[src/rtl/rv_wb_rr_arbiter_pkg.sv]
// rtl/rv_wb_rr_arbiter_pkg.sv - writeback payload layout, requester indices and arbiter state type
`ifndef UUID_BITS
`define UUID_BITS 8
`endif
`ifndef NW_BITS
`define NW_BITS 2
`endif
`ifndef NUM_THREADS
`define NUM_THREADS 2
`endif
`ifndef NR_BITS
`define NR_BITS 5
`endif

package rv_wb_rr_arbiter_pkg;

    // Commit sources sharing the register-file writeback port
    localparam int WB_REQ_ALU  = 0;
    localparam int WB_REQ_LD   = 1;
    localparam int WB_REQ_CSR  = 2;
    localparam int WB_REQ_FPU  = 3;
    localparam int WB_REQ_GPU  = 4;
    localparam int WB_NUM_REQS = 5;

    localparam int WB_UUID_BITS   = `UUID_BITS;
    localparam int WB_NW_BITS     = `NW_BITS;
    localparam int WB_NUM_THREADS = `NUM_THREADS;
    localparam int WB_NR_BITS     = `NR_BITS;

    // Payload packing, MSB to LSB: {uuid, wid, tmask, PC, data, rd, wb, eop}
    localparam int WB_DATAW = `UUID_BITS + `NW_BITS + `NUM_THREADS + 32
                            + `NUM_THREADS * 32 + `NR_BITS + 2;

    localparam int WB_EOP_LSB   = 0;
    localparam int WB_WB_LSB    = 1;
    localparam int WB_RD_LSB    = 2;
    localparam int WB_DATA_LSB  = WB_RD_LSB + WB_NR_BITS;
    localparam int WB_PC_LSB    = WB_DATA_LSB + WB_NUM_THREADS * 32;
    localparam int WB_TMASK_LSB = WB_PC_LSB + 32;
    localparam int WB_WID_LSB   = WB_TMASK_LSB + WB_NUM_THREADS;
    localparam int WB_UUID_LSB  = WB_WID_LSB + WB_NW_BITS;

    // Output stage occupancy
    typedef enum logic {
        WB_EMPTY = 1'b0,
        WB_FULL  = 1'b1
    } wb_state_e;

    // Commit stages build their payload through this so field order never drifts
    function automatic logic [WB_DATAW-1:0] wb_pack(
        input logic [WB_UUID_BITS-1:0]      uuid,
        input logic [WB_NW_BITS-1:0]        wid,
        input logic [WB_NUM_THREADS-1:0]    tmask,
        input logic [31:0]                  pc,
        input logic [WB_NUM_THREADS*32-1:0] data,
        input logic [WB_NR_BITS-1:0]        rd,
        input logic                         wb,
        input logic                         eop
    );
        return {uuid, wid, tmask, pc, data, rd, wb, eop};
    endfunction

endpackage

[src/rtl/rv_wb_rr_arbiter_select.sv]
// rtl/rv_wb_rr_arbiter_select.sv - rotating-priority one-hot selector (rv_rr_select)
module rv_rr_select #(
    parameter int N    = 5,
    parameter int IDXW = $clog2(N)
) (
    input  logic [N-1:0]    req,
    input  logic [IDXW-1:0] ptr,
    output logic [N-1:0]    grant,
    output logic [IDXW-1:0] grant_idx,
    output logic            grant_valid
);

    // Scan from ptr upward with wrap; first asserted request wins. ptr is assumed < N.
    always_comb begin
        int j;
        logic [IDXW-1:0] idx;
        grant       = '0;
        grant_idx   = '0;
        grant_valid = 1'b0;
        j           = 0;
        idx         = '0;
        for (int k = 0; k < N; k++) begin
            j = int'(ptr) + k;
            if (j >= N) begin
                j = j - N;
            end
            idx = IDXW'(j);
            if (!grant_valid && req[idx]) begin
                grant_valid = 1'b1;
                grant[idx]  = 1'b1;
                grant_idx   = idx;
            end
        end
    end

endmodule

[src/rtl/rv_wb_rr_arbiter.sv]
// rtl/rv_wb_rr_arbiter.sv - round-robin writeback arbiter; optional stall counters under RV_WB_ARB_PERF_EN
module rv_wb_rr_arbiter
    import rv_wb_rr_arbiter_pkg::*;
#(
    parameter int NUM_REQS = WB_NUM_REQS,
    parameter int DATAW    = WB_DATAW,
    parameter int IDXW     = $clog2(NUM_REQS)
) (
    input  logic                      clk,
    input  logic                      reset,
    input  logic [NUM_REQS-1:0]       req_valid,
    input  logic [NUM_REQS*DATAW-1:0] req_data,
    output logic [NUM_REQS-1:0]       req_ready,
    output logic                      wb_valid,
    output logic [DATAW-1:0]          wb_data,
    output logic [IDXW-1:0]           wb_idx,
    input  logic                      wb_ready
`ifdef RV_WB_ARB_PERF_EN
    ,
    output logic [NUM_REQS*32-1:0]    perf_stall_cycles
`endif
);

    wb_state_e           state_q, state_d;
    logic [DATAW-1:0]    data_q, data_d;
    logic [IDXW-1:0]     idx_q, idx_d;
    logic [IDXW-1:0]     ptr_q, ptr_d;

    logic [NUM_REQS-1:0] grant;
    logic [IDXW-1:0]     grant_idx;
    logic                grant_valid;
    logic                can_accept;
    logic                fire;

    // Grant depends only on valids and the pointer, never on payload
    rv_rr_select #(
        .N    (NUM_REQS),
        .IDXW (IDXW)
    ) u_select (
        .req         (req_valid),
        .ptr         (ptr_q),
        .grant       (grant),
        .grant_idx   (grant_idx),
        .grant_valid (grant_valid)
    );

    // Offer the grant when the slot is empty or being drained; mask everything while in reset
    always_comb begin
        can_accept = (state_q == WB_EMPTY) || wb_ready;
        req_ready  = (reset && can_accept) ? grant : '0;
        fire       = reset && can_accept && grant_valid;
    end

    // Output-stage next state, captured payload and rotating pointer
    always_comb begin
        state_d = state_q;
        data_d  = data_q;
        idx_d   = idx_q;
        ptr_d   = ptr_q;
        case (state_q)
            WB_EMPTY: begin
                if (fire) begin
                    state_d = WB_FULL;
                end
            end
            WB_FULL: begin
                if (wb_ready && !fire) begin
                    state_d = WB_EMPTY;
                end
            end
            default: state_d = WB_EMPTY;
        endcase
        if (fire) begin
            idx_d = grant_idx;
            ptr_d = (grant_idx == IDXW'(NUM_REQS - 1)) ? '0 : grant_idx + 1'b1;
            for (int i = 0; i < NUM_REQS; i++) begin
                if (grant[i]) begin
                    data_d = req_data[i*DATAW +: DATAW];
                end
            end
        end
    end

    // State register; reset discards any pending output
    always_ff @(posedge clk or negedge reset) begin
        if (!reset) begin
            state_q <= WB_EMPTY;
            data_q  <= '0;
            idx_q   <= '0;
            ptr_q   <= '0;
        end else begin
            state_q <= state_d;
            data_q  <= data_d;
            idx_q   <= idx_d;
            ptr_q   <= ptr_d;
        end
    end

    assign wb_valid = (state_q == WB_FULL);
    assign wb_data  = data_q;
    assign wb_idx   = idx_q;

`ifdef RV_WB_ARB_PERF_EN
    logic [31:0] stall_q [NUM_REQS];
    logic [31:0] stall_d [NUM_REQS];

    // Count cycles each requester waits with valid high; wraps naturally at 2^32
    always_comb begin
        for (int i = 0; i < NUM_REQS; i++) begin
            stall_d[i] = stall_q[i] + {31'd0, (req_valid[i] && !req_ready[i])};
        end
    end

    // Stall counter registers
    always_ff @(posedge clk or negedge reset) begin
        if (!reset) begin
            for (int i = 0; i < NUM_REQS; i++) begin
                stall_q[i] <= '0;
            end
        end else begin
            for (int i = 0; i < NUM_REQS; i++) begin
                stall_q[i] <= stall_d[i];
            end
        end
    end

    // Flatten counters onto the perf port, requester i at [i*32 +: 32]
    always_comb begin
        perf_stall_cycles = '0;
        for (int i = 0; i < NUM_REQS; i++) begin
            perf_stall_cycles[i*32 +: 32] = stall_q[i];
        end
    end
`endif

endmodule

[config.mk]
export PLATFORM = sky130hd
export DESIGN_NAME = rv_wb_rr_arbiter
export DESIGN_NICKNAME = d
export VERILOG_FILES = /design/src/rtl/rv_wb_rr_arbiter_pkg.sv /design/src/rtl/rv_wb_rr_arbiter_select.sv /design/src/rtl/rv_wb_rr_arbiter.sv
export SDC_FILE = /design/constraint.sdc
export NUM_CORES = 1
export LEC_CHECK = 0
export CAP_MARGIN = 30
export CORE_AREA = 2 2 273 275
export CTS_CLUSTER_SIZE = 20
export DETAILED_ROUTE_END_ITERATION = 12
export DIE_AREA = 0 0 275 277
export GPL_TIMING_DRIVEN = 0
export HOLD_SLACK_MARGIN = 0.12
export SYNTH_ARGS = -nofsm -noshare
export SYNTH_HDL_FRONTEND = slang
export SYNTH_SLANG_ARGS = --single-unit
[constraint.sdc]
create_clock -name clk -period 4.45 [get_ports clk]
set_clock_uncertainty 0.15 [all_clocks]
set_input_delay 0.89 -clock clk [delete_from_list [all_inputs] [get_ports clk]]
set_output_delay 0.89 -clock clk [all_outputs]
set_load 0.05 [all_outputs]
### After elaboration in Yosys (flattened, before gate mapping)

Index checks and enable logic that the tools add are counted.

* flip-flop bits (word level): 122
* input bits: 583
* output and inout bits: 124
* word-level logic and storage cells: 105

* $add $sub $neg: 10
* order comparisons: 15
* eq/ne operators: 1
* multiplexer cells: 50
* bitwise gates (word level): 5
* reduce and logical (&&, ||, !) cells: 20

Operators by type and width (count)
* 115-bit two-way mux: 5
* 3-bit two-way mux: 11
* 5-bit two-way mux: 6
* 3-bit by 4-bit less-than comparator with 1-bit output, second input constant: 5
* 5-bit bitwise OR: 4
* 1-bit two-way mux: 17
* 4-bit by 3-bit >= comparator with 1-bit output, second input constant: 4
* 1-bit binary-select mux with 3-bit select: 5
* 1-bit demux with 3-bit select: 5
* 3-bit by 1-bit >= comparator with 1-bit output, second input constant: 5
* 3-bit subtractor, second input constant: 5
* 1-bit logical AND: 12
* 3-bit by 2-bit adder with 4-bit output, second input constant: 2
* 1-bit zero test: 5
* 5-bit nonzero test: 1
* 3-bit by 1-bit adder with 4-bit output, second input constant: 1
* 3-bit by 3-bit adder with 4-bit output, second input constant: 1
* 3-bit by 1-bit adder with 3-bit output, second input constant: 1
* 3-bit == test, second input constant: 1
* 3-bit >= comparator, second input constant: 1
* 1-bit case mux with 2 select lines: 1
* 2-bit AND reduction: 1
* 1-bit logical OR: 1
* 1-bit NOT: 1

### Logic depth before layout (Yosys ltp)

Gate-level depths: netlist of the first run.

* depth after elaboration: 22
* gate-level depth with buffers: 19
* mapped depth without buffers: 17

### Hierarchy

A second synthesis of the first run with hierarchy kept.

* cells, all modules: 1148
* area, all modules: 9800.6 sq um

By module, submodules not included
* rv_wb_rr_arbiter: times used 1, cells each 958, area an instance 8426.8 sq um, seq. area each 3052.9 sq um
* rv_rr_select: times used 1, cells each 190, area an instance 1373.8 sq um, seq. area each 0.0 sq um

### Worst setup path after synthesis of the first run

OpenSTA, ideal clock, no wires.

* kind: flip-flop to output port
* from: reg ptr_q[1]
* to: out req_ready[1]
* data arrival time: 3.962 ns
* required time: 3.410 ns
* setup slack: -0.552 ns
* stages on the path, launching flop included: 16
* buffers on the path: 4
* cells stage by stage: dfrtp_1 -> inv_1 -> ha_1 -> ha_1 -> buf_2 -> xor2_1 -> or2_1 -> a311oi_2 -> o21ai_1 -> or4_1 -> o31ai_1 -> a211oi_1 -> buf_2 -> buf_6 -> buf_2 -> nor2_1

* longest elaborated chain between the ends: 18
* elaborated cells between the ends (all ways): 76

RTL lines
* start, declared: RTL line rv_wb_rr_arbiter.sv:27 `logic [IDXW-1:0] ptr_q, ptr_d;`
* start signal, assigned: RTL line rv_wb_rr_arbiter.sv:95 `ptr_q <= ptr_d;`
* parallel branches: the longest is 16 deep, another holds 3-bit by 1-bit adder with 4-bit output
* 5-bit two-way mux (*): RTL line rv_wb_rr_arbiter_select.sv:28 `if (!grant_valid && req[idx]) begin`
* 5-bit two-way mux (*): RTL line rv_wb_rr_arbiter.sv:50 `req_ready = (reset && can_accept) ? grant : '0;`
* end, declared: RTL line rv_wb_rr_arbiter.sv:13 `output logic [NUM_REQS-1:0] req_ready,`

Mark *: on every way between the ends. The select of a mux whose other input is x is not followed.

### Final worst setup path of the first run

* from: reg ptr_q[0]
* to: out req_ready[4]

The elaborated chain is that of the path after synthesis.

==> results of run 1 <==
[worst max-delay path by stage]
stage | from | end | slack, ps
after global placement | reset | wb_data[41]$_DFFE_PN0P_ | -6760
after CTS | ptr_q[0]$_DFFE_PN0P_ | req_ready[4] | -440
after detailed placement | req_valid[4] | req_ready[2] | -1980
final | ptr_q[0]$_DFFE_PN0P_ | req_ready[4] | -330
after floorplan | ptr_q[1]$_DFFE_PN0P_ | req_ready[1] | -80
after global routing | ptr_q[0]$_DFFE_PN0P_ | req_ready[4] | -490
[sequential cells by signal, summed over array words and instances, names as in the netlist]
name	count
wb_data	115
wb_valid	1
wb_idx	3
ptr_q	3
[cell usage after synthesis, types with 9 or more instances]
| cell | n | area [um^2] |
|---|---|---|
| a211o_1 | 117 | 1020 |
| clkbuf_1 | 71 | 267 |
| buf_6 | 10 | 113 |
| a21oi_1 | 11 | 55.1 |
| buf_2 | 37 | 185 |
| dfrtp_1 | 122 | 3050 |
| ha_1 | 10 | 125 |
| nor2_1 | 130 | 488 |
| mux2i_1 | 123 | 1230 |
| o22ai_1 | 118 | 738 |
| inv_1 | 11 | 41.3 |
| o21ai_0 | 9 | 45.0 |
| a211oi_1 | 70 | 526 |
| a22oi_1 | 117 | 878 |
| a211oi_2 | 54 | 676 |
| nand2_1 | 32 | 120 |
[timing repair]
item                                    4_1_cts  5_1_grt
endpoints found under the setup margin      127      120
gates resized for setup                     193       99
cloned                                        0        1
pin swaps                                    25       34
buffers inserted                             40       22
[cell type report]
type	count	area [um^2]	area share (%)
sequential	122	3060	14.7
multi-input combinational	895	7250	34.9
inverter	12	52.6	0.253
antenna	4	10.0	0.0482
clock inverter	13	166	0.801
buffer	118	841	4.04
timing repair buffer	775	7760	37.3
tap	969	1210	5.83
clock buffer	19	443	2.13
[cells by family after synthesis]
family          count (synthesis)  share of synthesized area [%]
buf+inv                       138                           6.30
mux                           127                           12.2
fa+ha+maj                      11                           1.39
flops                         122                           29.2
xor+xnor                        8                          0.671
compound gates                537                           41.3
simple gates                  212                           8.92
[per-layer routing]
| layer | GRT usage (%) | share of wire, % |
|---|---|---|
| met1 | 22.1 | 42 |
| met2 | 30.7 | 48 |
| met3 | 3.85 | 6.7 |
| met4 | 7.08 | 3.3 |
| met5 | 0 | 0 |
[stage by stage]
step | TNS [ps] | hold slack, ps | instances | setup WS, ps | utilization, %
final | -1430 | 239 | 2927 | -332 | 28.3
after CTS | -1840 | 234 | 2904 | -438 | 27.8
after global placement | -1296130 | 316 | 2830 | -6760 | 25.5
after floorplan | -75.2 | 444 | 1155 | -75.2 | -
after detailed placement | -121840 | 318 | 2836 | -1980 | 25.7
after global routing | -3250 | 266 | 2923 | -487 | 28.2
==> flow_summary.yaml, run 1 <==
floorplan:
  fp.dieArea_um2: 76200
  initial_core_util_pct: 14.2
  fp.coreArea_um2: 73600
  rows: 100
  die-height_um: 277
  die_w_um: 275
  num_io_pins: 707
worst_setup_path:
  path_cells: "buf_4 -> ha_1 -> xor2_4 -> or2_4 -> a311oi_4 -> o21ai_4 -> buf_6 -> nor3_4 -> nand4_1 -> o22a_1 -> buf_12 -> buf_16 -> nor2_4 -> buf_8"
  cp_max_fo: 6
  ff2ff_path_depth: 16
  r2r_slack_ps: 60
  worstSetupPathDepth: 14
  slowest_stage: "dfrtp_2"
  regToRegStartpoint: "ptr_q[0]$_DFFE_PN0P_"
  timing.rr.end: "wb_data[80]$_DFFE_PN0P_"
  crit_buf_inv: 5
  cp.arrival_ps: 3740
  path_class: "flip-flop to primary output"
  setup.worst_path.start_class: "flip-flop"
  max_stage_delay_ps: 440
  cp_data_required_time_ps: 3410
  end_kind: "primary output"
  cp_top_family: "buffers and inverters"
drt:
  drtPass1Iterations: 5
  drtIter0Drc: 921
  ant_nets: 0
  route.detailed.drc: 0
  route.vias.total: 13800
  vias_per_cell: 4.71
  drt_wl_total_um: 72100
  detail_route.wl_per_cell_um: 24.6
final_layout:
  n_fill_cell: 7867
  layout-drive-gt1-share_pct: 17.3
  final_common_cell: "clkdlybuf4s50_1"
  syn_to_final_growth_pct: 99.1
  nNetsFinal: 2535
  fin_area_um2: 20800
  final_cell_mix: "clkdlybuf4s50_1 (699), nor2_1 (125), dfrtp_1 (119)"
synth:
  ys_warn_count: 0
  syn_nets: 1749
  synth-main-ff-cell: "dfrtp_1"
  synth-seq-area-share_pct: 29.2
  netlist_area_um2: 10400
  ys_ff_latch: 122
  syn_area_per_cell_um2: 9.04
  synth.distinct_cells: 65
  synth_edf_count: 0
  syn_inst: 1155
  synth-async-reset-ratio_pct: 100
clock_network:
  htreeDepth: 4
  insertion_delay_ps: 460
  clock_path_buffers: 2
  cts_buffers: 17
  hold_buffers: 0
  cts-root-buf: "clkbuf_16"
  cts_sinks: 122
  cts_tree: "done"
  path_clk_slew_ps: 70
status:
  status: "complete, but fails checks"
  violations: "setup timing"
grt:
  overflow: 0
  antenna_found_initial: 4
  grt_usage_pct: 18.1
  grt_pass1_wl_um: 99200
  grt_pass1_vias: 14100
  grt_start_max_net_pins: 65
run:
  drv_cap: 0
sta:
  fin_crit_sh_pct: 107
  tightest_slew_ps: 853
  fin_crit_ps: 4780
  setup_slack_ps: -332
  rsz0062_at_grt: "yes"
  setup_viol: 5
  drv_slew: 0
  hold_violations: 0
  slew_headroom_pct: 43.0
  max_freq_ghz: 0.209
placement:
  place_area_um2: 18900
  place_congestion: 0.926
  port_buffers: 706
  dpl.hpwl_um: 57000
worst_hold_path:
  hold_path_class: "primary input to async pin"
Power of run 1 is left out: the tool's default activity adds up to more than one toggle a clock period on the data nets, which glitch-free logic cannot reach.
==> run 2, diff against run 1 <==
--- a/config.mk
+++ b/config.mk
@@ -5,11 +5,12 @@
 export SDC_FILE = /design/constraint.sdc
 export NUM_CORES = 1
 export LEC_CHECK = 0
+export ABC_AREA = 1
 export CAP_MARGIN = 30
-export CORE_AREA = 2 2 273 275
+export CORE_AREA = 2 2 279 281
 export CTS_CLUSTER_SIZE = 20
 export DETAILED_ROUTE_END_ITERATION = 12
-export DIE_AREA = 0 0 275 277
+export DIE_AREA = 0 0 281 283
 export GPL_TIMING_DRIVEN = 0
 export HOLD_SLACK_MARGIN = 0.12
 export SYNTH_ARGS = -nofsm -noshare
==> flow_summary.yaml, run 2 <==
floorplan:
  fp.coreArea_um2: 76700
  rows: 102
  die-height_um: 283
  fp.dieArea_um2: 79500
  initial_core_util_pct: 14.7
  die_w_um: 281
  num_io_pins: 707
synth:
  yosysMostFrequentCell: "nand2_1"
  synth-adder-area-share_pct: 1.29
  synth_compound_area_share_pct: 11.6
  netlist_area_um2: 11300
  synth_simple_gate_area_share_pct: 48.2
  ys_ff_latch: 122
  syn_area_per_cell_um2: 5.59
  syn_inst: 2012
  synth-async-reset-ratio_pct: 100
  yosys.area.top_type_share_pct: 27.1
  yosys-top-cells-count: "nand2_1 (771), nand3_1 (264), nor2_1 (259)"
  synth_xor_area_share_pct: 0.156
  yosys.area.top_type: "dfrtp_1"
  synth_edf_count: 0
  synth_top_family_by_area: "simple AND/OR/NAND/NOR gates"
  syn_nets: 2606
  synthMuxAreaShare_pct: 0
  synth.area.top_cells: "dfrtp_1 (27%), nand2_1 (26%), nand3_1 (12%)"
  synth.distinct_cells: 32
  ys_warn_count: 0
  synth-main-ff-cell: "dfrtp_1"
  synth-seq-area-share_pct: 27.1
grt:
  grt_pass1_vias: 16000
  overflow: 0
  grt_pass1_wl_um: 112000
  grt_usage_pct: 19.8
  grt_start_max_net_pins: 75
  antenna_found_initial: 8
sta:
  drv_slew: 0
  fin_crit_ps: 4340
  setup_viol: 0
  max_freq_ghz: 0.231
  slew_headroom_pct: 27.2
  setup_tns_ps: 0
  fin_crit_sh_pct: 97.4
  hold_violations: 0
  setup_slack_ps: 115
  rsz0062_at_grt: "yes"
  fin_hold_ws_ps: 211
  tightest_slew_ps: 1090
final_layout:
  multiInputGateArea_um2: 7270
  nNetsFinal: 3376
  layout-drive-gt1-share_pct: 9.56
  stdcell_count: 3836
  n_fill_cell: 8545
  syn_to_final_growth_pct: 88.0
  largest_reg_flops: 115
  final_cell_mix: "nand2_1 (758), clkdlybuf4s50_1 (700), nand3_1 (254)"
  final_common_cell: "nand2_1"
  seq_area_um2: 3060
drt:
  ant_nets: 0
  drt_wl_total_um: 82000
  route.vias.total: 16200
  drtPass1Iterations: 5
  vias_per_cell: 4.22
  drtIter0Drc: 986
  detail_route.wl_per_cell_um: 21.4
  route.detailed.drc: 0
clock_network:
  htreeDepth: 4
  cts_tree: "done"
  clock_path_buffers: 2
  hold_buffers: 0
  path_clk_slew_ps: 60
  cts_sinks: 122
  cts_buffers: 17
  cts-root-buf: "clkbuf_16"
  insertion_delay_ps: 460
placement:
  dpl.hpwl_um: 66200
  pre_cts_slack_ps: -1500
  port_buffers: 706
  place_congestion: 0.929
  dp.cells: 3759
worst_setup_path:
  cp_data_required_time_ps: 3410
  end_kind: "primary output"
  path_class: "flip-flop to primary output"
  cp.arrival_ps: 3300
  setup.worst_path.start_class: "flip-flop"
  cp_max_fo: 10
run:
  drv_cap: 0
worst_hold_path:
  hold_path_class: "primary input to async pin"
status:
  status: "completed"
==> run 2: cell count changes after synthesis, sizes merged, moves of 123 or more <==
cell / before / now
mux2i: 123 / 0
inv: 11 / 154
a21oi: 11 / 240
nand2: 32 / 777
a211oi: 124 / 0
nand3: 6 / 271
nor2: 130 / 265
==> run 2: worst max-delay path: stages, from the launching register on <==
cell,delay (ps)
dfrtp_1,390
buf_6,140
inv_8,60
ha_4,120
inv_2,30
fa_2,380
inv_4,110
nand2_4,70
nand2_4,100
buf_6,120
nand3_4,70
nand3_4,110
nand3_4,120
inv_2,90
nor2_4,40
nand2_2,70
nor2_2,50
nor2_4,210
clkbuf_4,260
a21oi_2,80
buf_6,190
==> run 2: timing repair <==
item / CTS / global route
pin swaps: 18 / 13
resized for setup: 108 / 58
buffers inserted: 34 / 16
gates cloned: 0 / 2
endpoints found under the setup margin: 125 / 92
==> run 2: area by class of cell <==
| class | instances | share of cell area, % |
|---|---|---|
| multi-input cells | 1597 | 34.4 |
| plain buffers | 130 | 3.46 |
| diodes | 2 | 0.0237 |
| flip-flops and latches | 122 | 14.4 |
| well taps | 1040 | 6.15 |
| clock inverters | 12 | 0.781 |
| repair buffers | 759 | 35.8 |
| inverters | 155 | 2.86 |
| clock buffers | 19 | 2.14 |
==> run 2: path summary, 6_finish.rpt <==
kind                                         start                       to  slack (ps)  cells past startpoint
setup / recovery              ptr_q[0]$_DFFE_PN0P_             req_ready[1]         110                     20
hold reg to reg            wb_data[54]$_DFFE_PN0P_  wb_data[54]$_DFFE_PN0P_         330                      2
max in group asynchronous                    reset     ptr_q[1]$_DFFE_PN0P_        3040                      2
hold / removal                               reset  wb_data[93]$_DFFE_PN0P_         210                      1
setup reg to reg              ptr_q[0]$_DFFE_PN0P_  wb_data[36]$_DFFE_PN0P_         260                     24
min in group clk           wb_data[54]$_DFFE_PN0P_  wb_data[54]$_DFFE_PN0P_         330                      2
==> run 2: logic make-up after synthesis <==
kind of cell | Yosys count
AO/OA/AOI/OAI | 257
XOR/XNOR | 2
adder cells (fa/ha/maj) | 11
buffers and inverters | 293
flip-flops | 122
AND/OR/NAND/NOR | 1327
==> run 2: through the flow <==
stage / util [%] / instance area, um^2
final: 27.6 / 21100
after global routing: 27.6 / 21100
after CTS: 27.1 / 20800
after detailed placement: 25.6 / 19700
after global placement: 25.6 / 19600
after floorplan: - / 11300
==> run 2: layer usage <==
layer	up-vias	wire length, um	global-route usage, %	part of all wire (%)
li1	7904	-	-	-
met1	7403	31600	21.4	38
met2	752	40800	36.0	50
met3	133	5450	4.44	6.6
met4	4	4120	9.57	5.0
met5	-	20	0	0.024
Power of run 2 is left out for the same reason.
